### src/rtl/fetch_queue_stage_pkg.sv
// Shared definitions for the instruction-fetch front end.
//   NopWordDefault : encoding of "ori $zero,$zero,0", shown to decode when nothing is valid
//   PcInc          : byte distance between sequential instruction words
//   fetch_entry_t  : one buffered fetch (instruction word plus its PC) at the 32-bit widths
package fetch_queue_stage_pkg;

    localparam logic [31:0] NopWordDefault = 32'h3400_0000;
    localparam int unsigned PcInc          = 4;

    typedef struct packed {
        logic [31:0] instr;
        logic [31:0] pc;
    } fetch_entry_t;

endpackage

### src/rtl/fetch_queue_stage_fifo.sv
// Circular buffer holding fetched words between the ROM and decode.
// Ports:
//   clk_i / rst_ni : clock, asynchronous active-low reset
//   push_i, wdata_i: write one entry at the tail
//   pop_i          : retire the head entry (ignored when empty)
//   flush_i        : discard every entry; wins over push and pop
//   rdata_o        : head entry (contents undefined when count_o == 0)
//   count_o        : number of entries currently held (0..DEPTH)
module fetch_queue_stage_fifo #(
    parameter int unsigned Width = 64,
    parameter int unsigned DEPTH = 4,
    localparam int unsigned CntW = $clog2(DEPTH) + 1
) (
    input  logic             clk_i,
    input  logic             rst_ni,
    input  logic             push_i,
    input  logic [Width-1:0] wdata_i,
    input  logic             pop_i,
    input  logic             flush_i,
    output logic [Width-1:0] rdata_o,
    output logic [CntW-1:0]  count_o
);

    localparam int unsigned PtrW = $clog2(DEPTH);

    logic [PtrW-1:0]  wr_ptr_q, wr_ptr_d;
    logic [PtrW-1:0]  rd_ptr_q, rd_ptr_d;
    logic [CntW-1:0]  count_q, count_d;
    logic [Width-1:0] mem_q [DEPTH];
    logic             do_push, do_pop;

    always_comb begin
        do_push  = push_i & ~flush_i;
        do_pop   = pop_i & ~flush_i & (count_q != '0);
        wr_ptr_d = wr_ptr_q;
        rd_ptr_d = rd_ptr_q;
        count_d  = count_q;
        if (flush_i) begin
            wr_ptr_d = '0;
            rd_ptr_d = '0;
            count_d  = '0;
        end else begin
            // Pointers wrap naturally because DEPTH is a power of two.
            if (do_push) wr_ptr_d = wr_ptr_q + PtrW'(1);
            if (do_pop)  rd_ptr_d = rd_ptr_q + PtrW'(1);
            case ({do_push, do_pop})
                2'b10:   count_d = count_q + CntW'(1);
                2'b01:   count_d = count_q - CntW'(1);
                default: count_d = count_q;
            endcase
        end
    end

    always_ff @(posedge clk_i or negedge rst_ni) begin
        if (!rst_ni) begin
            wr_ptr_q <= '0;
            rd_ptr_q <= '0;
            count_q  <= '0;
        end else begin
            wr_ptr_q <= wr_ptr_d;
            rd_ptr_q <= rd_ptr_d;
            count_q  <= count_d;
        end
    end

    // Storage needs no reset: an entry is only observed once count_q covers it.
    always_ff @(posedge clk_i) begin
        if (do_push) mem_q[wr_ptr_q] <= wdata_i;
    end

    assign rdata_o = mem_q[rd_ptr_q];
    assign count_o = count_q;

    // The issue logic upstream reserves a slot before fetching, so a push can
    // only meet a full buffer when the head is leaving in the same cycle.
    push_when_full_a: assert property (@(posedge clk_i) disable iff (!rst_ni)
        !(push_i && !flush_i && !pop_i && (count_q == CntW'(DEPTH))));

endmodule

### src/rtl/fetch_queue_stage.sv
// Instruction-fetch front end: owns the PC, reads a synchronous ROM (one cycle
// latency) and queues fetched words with their PC for decode.
// Ports:
//   clk_i / rst_ni        : clock, asynchronous active-low reset
//   redirect_valid_i/pc_i : taken branch/jump; flushes everything and restarts at pc
//   imem_rd_en_o/addr_o   : ROM read strobe and byte address
//   imem_rdata_i          : ROM word, valid the cycle after imem_rd_en_o
//   out_valid_o/ready_i   : handshake towards decode
//   out_instr_o           : head word, NOP_WORD when nothing is valid
//   out_pc_o/plus4_o      : head PC and PC+4; hold the last head when empty
//   occupancy_o           : entries held in the queue
module fetch_queue_stage
    import fetch_queue_stage_pkg::*;
#(
    parameter int unsigned   AW       = 32,
    parameter int unsigned   DW       = 32,
    parameter int unsigned   DEPTH    = 4,
    parameter logic [AW-1:0] RESET_PC = '0,
    parameter logic [DW-1:0] NOP_WORD = DW'(NopWordDefault),
    localparam int unsigned  CntW     = $clog2(DEPTH) + 1
) (
    input  logic            clk_i,
    input  logic            rst_ni,
    input  logic            redirect_valid_i,
    input  logic [AW-1:0]   redirect_pc_i,
    output logic            imem_rd_en_o,
    output logic [AW-1:0]   imem_addr_o,
    input  logic [DW-1:0]   imem_rdata_i,
    output logic            out_valid_o,
    input  logic            out_ready_i,
    output logic [DW-1:0]   out_instr_o,
    output logic [AW-1:0]   out_pc_o,
    output logic [AW-1:0]   out_pc_plus4_o,
    output logic [CntW-1:0] occupancy_o
);

    typedef struct packed {
        logic [DW-1:0] instr;
        logic [AW-1:0] pc;
    } entry_t;

    localparam int unsigned   EntryW   = DW + AW;
    localparam logic [CntW:0] DepthLim = (CntW + 1)'(DEPTH);

    logic            started_q;
    logic [AW-1:0]   pc_q, pc_d;
    logic            inflight_q, inflight_d;
    logic [AW-1:0]   inflight_pc_q, inflight_pc_d;
    logic [AW-1:0]   last_pc_q, last_pc_d;
    logic [AW-1:0]   last_pc4_q, last_pc4_d;

    logic [CntW-1:0] count;
    logic [CntW:0]   demand;
    logic            head_valid, pop, push, issue;
    entry_t          push_entry, head_entry;
    logic [EntryW-1:0] fifo_rdata;

    // Issue control: a fetch only goes out when a slot is guaranteed for its
    // response, counting the word already in flight and any head leaving now.
    always_comb begin
        head_valid = (count != '0);
        pop        = head_valid & out_ready_i & ~redirect_valid_i;
        demand     = {1'b0, count} + (CntW + 1)'(inflight_q) - (CntW + 1)'(pop);
        // started_q keeps the ROM idle during reset and the cycle of its release.
        issue      = started_q & ~redirect_valid_i & (demand < DepthLim);
        // A redirect kills the response arriving in the same cycle.
        push       = inflight_q & ~redirect_valid_i;

        push_entry.instr = imem_rdata_i;
        push_entry.pc    = inflight_pc_q;
    end

    always_comb begin
        pc_d          = pc_q;
        inflight_d    = issue;
        inflight_pc_d = inflight_pc_q;
        if (redirect_valid_i) begin
            pc_d = redirect_pc_i;
        end else if (issue) begin
            pc_d          = pc_q + AW'(PcInc);
            inflight_pc_d = pc_q;
        end
    end

    always_ff @(posedge clk_i or negedge rst_ni) begin
        if (!rst_ni) begin
            started_q     <= 1'b0;
            pc_q          <= RESET_PC;
            inflight_q    <= 1'b0;
            inflight_pc_q <= '0;
            last_pc_q     <= '0;
            last_pc4_q    <= '0;
        end else begin
            started_q     <= 1'b1;
            pc_q          <= pc_d;
            inflight_q    <= inflight_d;
            inflight_pc_q <= inflight_pc_d;
            last_pc_q     <= last_pc_d;
            last_pc4_q    <= last_pc4_d;
        end
    end

    fetch_queue_stage_fifo #(
        .Width (EntryW),
        .DEPTH (DEPTH)
    ) u_fifo (
        .clk_i   (clk_i),
        .rst_ni  (rst_ni),
        .push_i  (push),
        .wdata_i (push_entry),
        .pop_i   (pop),
        .flush_i (redirect_valid_i),
        .rdata_o (fifo_rdata),
        .count_o (count)
    );

    // Output mux: PC outputs follow the head and freeze on it once the queue empties.
    always_comb begin
        head_entry = entry_t'(fifo_rdata);
        last_pc_d  = last_pc_q;
        last_pc4_d = last_pc4_q;
        if (head_valid) begin
            last_pc_d  = head_entry.pc;
            last_pc4_d = head_entry.pc + AW'(PcInc);
        end

        imem_rd_en_o   = issue;
        imem_addr_o    = pc_q;
        out_valid_o    = head_valid;
        out_instr_o    = head_valid ? head_entry.instr : NOP_WORD;
        out_pc_o       = last_pc_d;
        out_pc_plus4_o = last_pc4_d;
        occupancy_o    = count;
    end

endmodule

### config.mk
export PLATFORM = sky130hd
export DESIGN_NAME = fetch_queue_stage
export DESIGN_NICKNAME = d
export VERILOG_FILES = /design/src/rtl/fetch_queue_stage_pkg.sv /design/src/rtl/fetch_queue_stage_fifo.sv /design/src/rtl/fetch_queue_stage.sv
export SDC_FILE = /design/constraint.sdc
export NUM_CORES = 1
export LEC_CHECK = 0
export BUFFER_PORTS_ARGS = -buffer_cell sky130_fd_sc_hd__clkbuf_2
export CAP_MARGIN = 40
export CORE_ASPECT_RATIO = 0.7
export CORE_MARGIN = 1.5
export CORE_UTILIZATION = 58
export DETAILED_ROUTE_END_ITERATION = 10
export PLACE_DENSITY = 0.8
export SYNTH_ARGS = -nofsm -noshare
export SYNTH_HDL_FRONTEND = slang
export SYNTH_SLANG_ARGS = --single-unit
### constraint.sdc
create_clock -name clk_i -period 4.8 [get_ports clk_i]
set_clock_uncertainty 0.05 [all_clocks]
set_input_delay 0.24 -clock clk_i [delete_from_list [all_inputs] [get_ports clk_i]]
set_output_delay 0.24 -clock clk_i [all_outputs]
set_load 0.03 [all_outputs]
Yosys cells after proc, flatten, opt, wreduce, memory -nomap -nowiden
Memory sizes are Yosys's and may differ from the RTL's.
Index checks and enable logic that the tools add are counted.
W data, S select, Z words.
{ "word_totals": {"reg_bits": 137, "ramBits": 256, "inputBits": 68, "memories": 1} }
{ "mem_list": {"columns": ["name", "depth", "word_bits", "rd", "rd_ports_with_merged_regs", "write_ports", "line", "text"], "rows": [
  ["u_fifo.mem_q", 4, 64, 1, 0, 1, "fetch_queue_stage_fifo.sv:29", "logic [Width-1:0] mem_q [DEPTH];"]
]} }
{ "classes": {"addsub": 8, "order_cmp": 1, "n_eq_ne": 2, "n_mux": 13, "n_bitwise": 9, "reduce_logical": 6} }
{ "op_table": {"columns": ["cell", "n"], "rows": [
  ["$mux W32", 5],
  ["$add A32 B3 Y32 const B", 2],
  ["$and A1 B1 Y1", 8],
  ["$mux W2", 4],
  ["$pmux W3 S2", 1],
  ["$reduce_bool A2 Y1", 3],
  ["$reduce_bool A3 Y1", 2],
  ["$add A2 B1 Y2 const B", 2],
  ["$add A3 B1 Y4", 1],
  ["$lt A4 B3 Y1 const B", 1],
  ["$sub A4 B1 Y4", 1],
  ["$add A3 B1 Y3 const B", 1],
  ["$mux W3", 1],
  ["$sub A3 B1 Y3 const B", 1],
  ["$eq A2 B1 Y1 const B", 1],
  ["$eq A2 B2 Y1 const B", 1],
  ["$mux W1", 2],
  ["$reduce_and A2 Y1", 1],
  ["$not A1 Y1", 1]
]} }

Longest topological paths before layout
{ "logic_depth": {"depth_word": 8, "depth_mapped": 15} }

By module
From an unflattened synthesis, not the netlist that was laid out.
{ "unflattened": {"cells_unflattened": 1117, "hier_area_um2": 16085.4} }
{ "modules_own_cells": {"columns": ["module", "instances", "cells_each", "area_each_um2"], "rows": [
  ["fetch_queue_stage_fifo", 1, 387, 9724.3],
  ["fetch_queue_stage", 1, 730, 6361.1]
]} }

Worst setup path after synthesis
OpenSTA, ideal clock, no wires.
{ "synth_path": {"kind": "register -> output", "start": "register u_fifo.count_q[1], in the netlist u_fifo.count_o[1]", "end": "output imem_rd_en_o", "arrival_ns": 3.335, "setup_slack_ns": 1.175, "stages_incl_launch_ff": 16, "n_path_buf": 2, "cell_sequence": "dfrtp_1 nor3_1 inv_1 nand2_1 nor2_1 ha_1 inv_1 ha_1 and3b_1 or3_1 nor3_1 o21ai_1 nand2b_1 clkbuf_1 buf_2 inv_1"} }
{ "synth_between": {"elab_chain_cells": 6} }
{ "synth_rtl": {"columns": ["item", "line", "text"], "rows": [
  ["start: declaration", "fetch_queue_stage_fifo.sv:28", "logic [CntW-1:0] count_q, count_d;"],
  ["start signal: assignment", "fetch_queue_stage_fifo.sv:62", "count_q <= count_d;"],
  ["branches (longest 3 deep; another with $add A3 B1 Y4)", null, null],
  ["$sub A4 B1 Y4 (*)", "fetch_queue_stage.sv:63", "demand = {1'b0, count} + (CntW + 1)'(inflight_q) - (CntW + 1)'(pop);"],
  ["$lt A4 B3 Y1 (*)", "fetch_queue_stage.sv:65", "issue = started_q & ~redirect_valid_i & (demand < DepthLim);"],
  ["$and A1 B1 Y1 (*)", "fetch_queue_stage.sv:65", null],
  ["end: declaration", "fetch_queue_stage.sv:26", "output logic imem_rd_en_o,"]
]} }
Mark *: on every way between the ends.

Worst setup path in the final report
{ "layout_path": {"start": "register u_fifo.rd_ptr_q[0]", "end": "output out_pc_plus4_o[31]"} }
{ "layout_between": {"elab_chain_cells": 3} }
{ "layout_rtl": {"columns": ["item", "line", "text"], "rows": [
  ["start: declaration", "fetch_queue_stage_fifo.sv:27", "logic [PtrW-1:0] rd_ptr_q, rd_ptr_d;"],
  ["start signal: assignment", "fetch_queue_stage_fifo.sv:61", "rd_ptr_q <= rd_ptr_d;"],
  ["$mem_v2 Z4 W64", null, null],
  ["$add A32 B3 Y32", "fetch_queue_stage.sv:124", "last_pc4_d = head_entry.pc + AW'(PcInc);"],
  ["$mux W32", "fetch_queue_stage.sv:122", "if (head_valid) begin"],
  ["end: declaration", "fetch_queue_stage.sv:33", "output logic [AW-1:0] out_pc_plus4_o,"]
]} }
No other way between the ends.

==> impl_metrics.ini <==
[placed_design]
pre_cts_slack_ns = 1.15
hpwlAfterDp_um = 22600
portBuffers = 200
gp_congestion = 0.833

[critical_path]
worstRegToRegCells = 14
path_class = reg -> out
critical_path.max_stage_delay_ns = 0.81
r2r-start = u_fifo.count_o[1]
cp.arrival_ns = 3.80
cp-start-kind = register
worst_setup_path_end_kind = output port
rrSetupSlack_ns = 1.10
r2r-end = inflight_pc_q[3]
cp_data_required_time_ns = 4.51
cpMaxStageDelayCell = dfrtp_4
crit_fanout = 32
path_cells = mux4_1, and4_4, and4_1, or3b_4, or4_1, nand3_1, clkbuf_2

[sta]
fin_ws_ns = 0.712
hold_viol_final = 0
slew_headroom_pct = 40.9
min_period_ns = 4.09
rsz0062_at_grt = false
final.setup.tns_ns = 0
drv_slew = 0
setup_viol = 0
timing.fmax_mhz = 245
post-route-period-util_pct = 85.2
worst-slew-pin-transition_ns = 0.886

[run]
drv_cap = 0

[clocking]
clk_latency_ns = 0.53
cts.path.max_buffers = 3
hold_buffers = 66
path_clk_slew_ns = 0.06
cts_buffers = 37
cts-resized-gates = 0
ctsRootBufferMaster = clkbuf_16
cts_max_level = 2
tritoncts = yes
cts_sinks = 393
post_cts_buffers = 0

[routing]
firstDrtPassIters = 5
vias_per_cell = 5.78
vias = 9782
ant_nets = 0
wl_per_cell_um = 21.0
wirelength_um = 35500
drt_iter0_drc = 879
drc_errors = 0

[global_route]
grt_antenna_before_repair = 0
grt_pass1_vias = 9819
grt_max_degree = 92
grt_util_met2_pct = 37.5
overflow = 0
busiest_layer = met1
use_met1_pct = 39.8
grt_use_total_pct = 25.5
grt_use_met3_pct = 5.14
grt_first_pass_wirelength_um = 55800

[synthesis]
synth_most_common_cell = edfxtp_1
synth_area_leaders = edfxtp_1 48%, dfrtp_1 21%, mux4_2 7.5%
synth_top_area_share_pct = 48.1
syn_area_um2 = 16000
synth_top_area_cell = edfxtp_1
synth_edf_count = 256
synth_nets = 1107
yosysWarningCount = 0
postSynthCellCount = 1029
ys_types = 51
async_flop_share_pct = 34.9
syn_avg_cell_area_um2 = 15.5
seq_area_frac_synth_pct = 69.6
synth_commonest_cells = 256 x edfxtp_1, 158 x nand2_1, 137 x dfrtp_1, 53 x mux4_2, 41 x and2_1
ys_seq_elements = 393
synth_ff_type = edfxtp_1

[pwr]
p_int_uw = 7770
power_density_nw_per_um2 = 684
p_leak_uw = 0.00743
switching_share_pct = 41.0
combPwrFrac_pct = 40.4
clock_power_share_pct = 22.3
p_seq_share_pct = 37.3
p_switching_uw = 5410
ir_drop_mv = 0.594

[floorplan]
die_w_um = 201
dieArea_um2 = 28600
row_count = 50
die_h_um = 142
coreArea_um2 = 26900
initial_core_util_pct = 59.4
io_pins = 201

[run_status]
status = finished, final reports clean

[cells_and_area]
layout-drive-gt1-share_pct = 27.9
final_nets = 1378
fillCellCount = 1728
fin_util_pct = 71.6
syn_to_final_growth_pct = 20.5
antennaDiodeCount = 0

[hold_path]
holdPathStages = 3
hold_path.class = in -> reg
min_from = redirect_valid_i
hold_path_end = u_fifo.rd_ptr_q[1]
-- worst max-delay path by stage --
| stage | end | startpoint | slack (ns) |
|---|---|---|---|
| global route | out_pc_plus4_o[31] | u_fifo.rd_ptr_q[0] | 0.47 |
| floorplan | imem_rd_en_o | u_fifo.count_o[1] | 1.18 |
| global placement | out_pc_plus4_o[31] | u_fifo.rd_ptr_q[0] | 1.27 |
| detailed placement | inflight_pc_q[20] | u_fifo.count_o[1] | 1.15 |
| finish | out_pc_plus4_o[31] | u_fifo.rd_ptr_q[0] | 0.71 |
| CTS | out_pc_plus4_o[31] | u_fifo.rd_ptr_q[0] | 0.65 |
-- worst max-delay path, delay by kind of cell, from the launching register on --
kind	cells	cell delay, ns
buffers and inverters	1	0.23
and+or+nand+nor	5	1.71
DFF	1	0.81
muxes	1	0.50
-- power by group through the flow --
stage                     logic, uW  registers (uW)  clock network (uW)
after floorplan                3840            4790                   0
after global placement         5130            4910                   0
after detailed placement       5220            4970                   0
after CTS                      5320            4910                2990
after global routing           5680            4990                3120
final                          5320            4910                2940
-- layer usage --
layer | wire length [um] | vias to the layer above
met4 | 497 | 0
li1 | - | 4379
met2 | 16100 | 433
met5 | 0 | -
met3 | 2500 | 41
met1 | 16400 | 4929
-- layout by cell type (no fill, tap or decap), drive strengths merged, types with 3 or more instances in the layout --
cell,synthesis,final
nor4b,3,3
o2111ai,12,12
ha,9,9
xor2,30,30
mux2i,4,4
xnor2,15,15
inv,14,15
mux2,35,35
a21oi,3,3
mux4,64,64
clkbuf,31,253
bufinv,0,3
nand2,158,158
nor2,29,29
and4,5,5
a31oi,15,15
nand4,7,7
dfrtp,137,137
edfxtp,256,256
nand3,20,20
or4,3,3
o21ai,52,52
or2,3,3
or3,15,15
buf,20,18
dlygate4sd3,0,66
a22oi,3,3
o21a,4,4
and3,15,15
and2,42,42
clkinv,0,8
nor3,10,10
-- final cells by class --
cell class,count,area (um^2),share of cell area [%]
Multi-Input combinational cell,571,4550,23.6
Sequential cell,393,11100,57.8
Inverter,14,52.6,0.273
Clock buffer,54,1090,5.64
Tap cell,364,455,2.37
Clock inverter,13,144,0.747
Timing Repair Buffer,283,1840,9.56
-- sequential cells by signal (all words and copies together) (netlist names) --
register and flops:
imem_addr_o 32, inflight_pc_q 32, inflight_q 1, last_pc4_q 32, last_pc_q 32, started_q 1, u_fifo.count_o 3, u_fifo.mem_q 256
u_fifo.rd_ptr_q 2, u_fifo.wr_ptr_q 2
-- kinds of logic after synthesis --
logic type | after synthesis | synth area share, %
other | 1 | 0.0235
DFF | 393 | 69.6
xor gates and xnor gates | 45 | 2.47
and+or+nand+nor | 317 | 9.53
muxes | 103 | 12.0
adders and majority gates | 10 | 0.830
buffers and inverters | 65 | 1.95
AOI/OAI and AO/OA | 95 | 3.59
-- per-stage QoR --
| step | hold slack (ns) | std cells | power (uW) | area (um^2) |
|---|---|---|---|---|
| final | 0.216 | 1692 | 13200 | 19300 |
| after global routing | 0.232 | 1692 | 13800 | 19300 |
| after CTS | 0.197 | 1692 | 13200 | 19300 |
| after detailed placement | 0.319 | 1559 | 10200 | 17400 |
| after global placement | 0.313 | 1556 | 10000 | 17300 |
| after floorplan | -0.106 | 1029 | 8620 | 16000 |
Note: power is estimated with default switching activity, not from simulation.
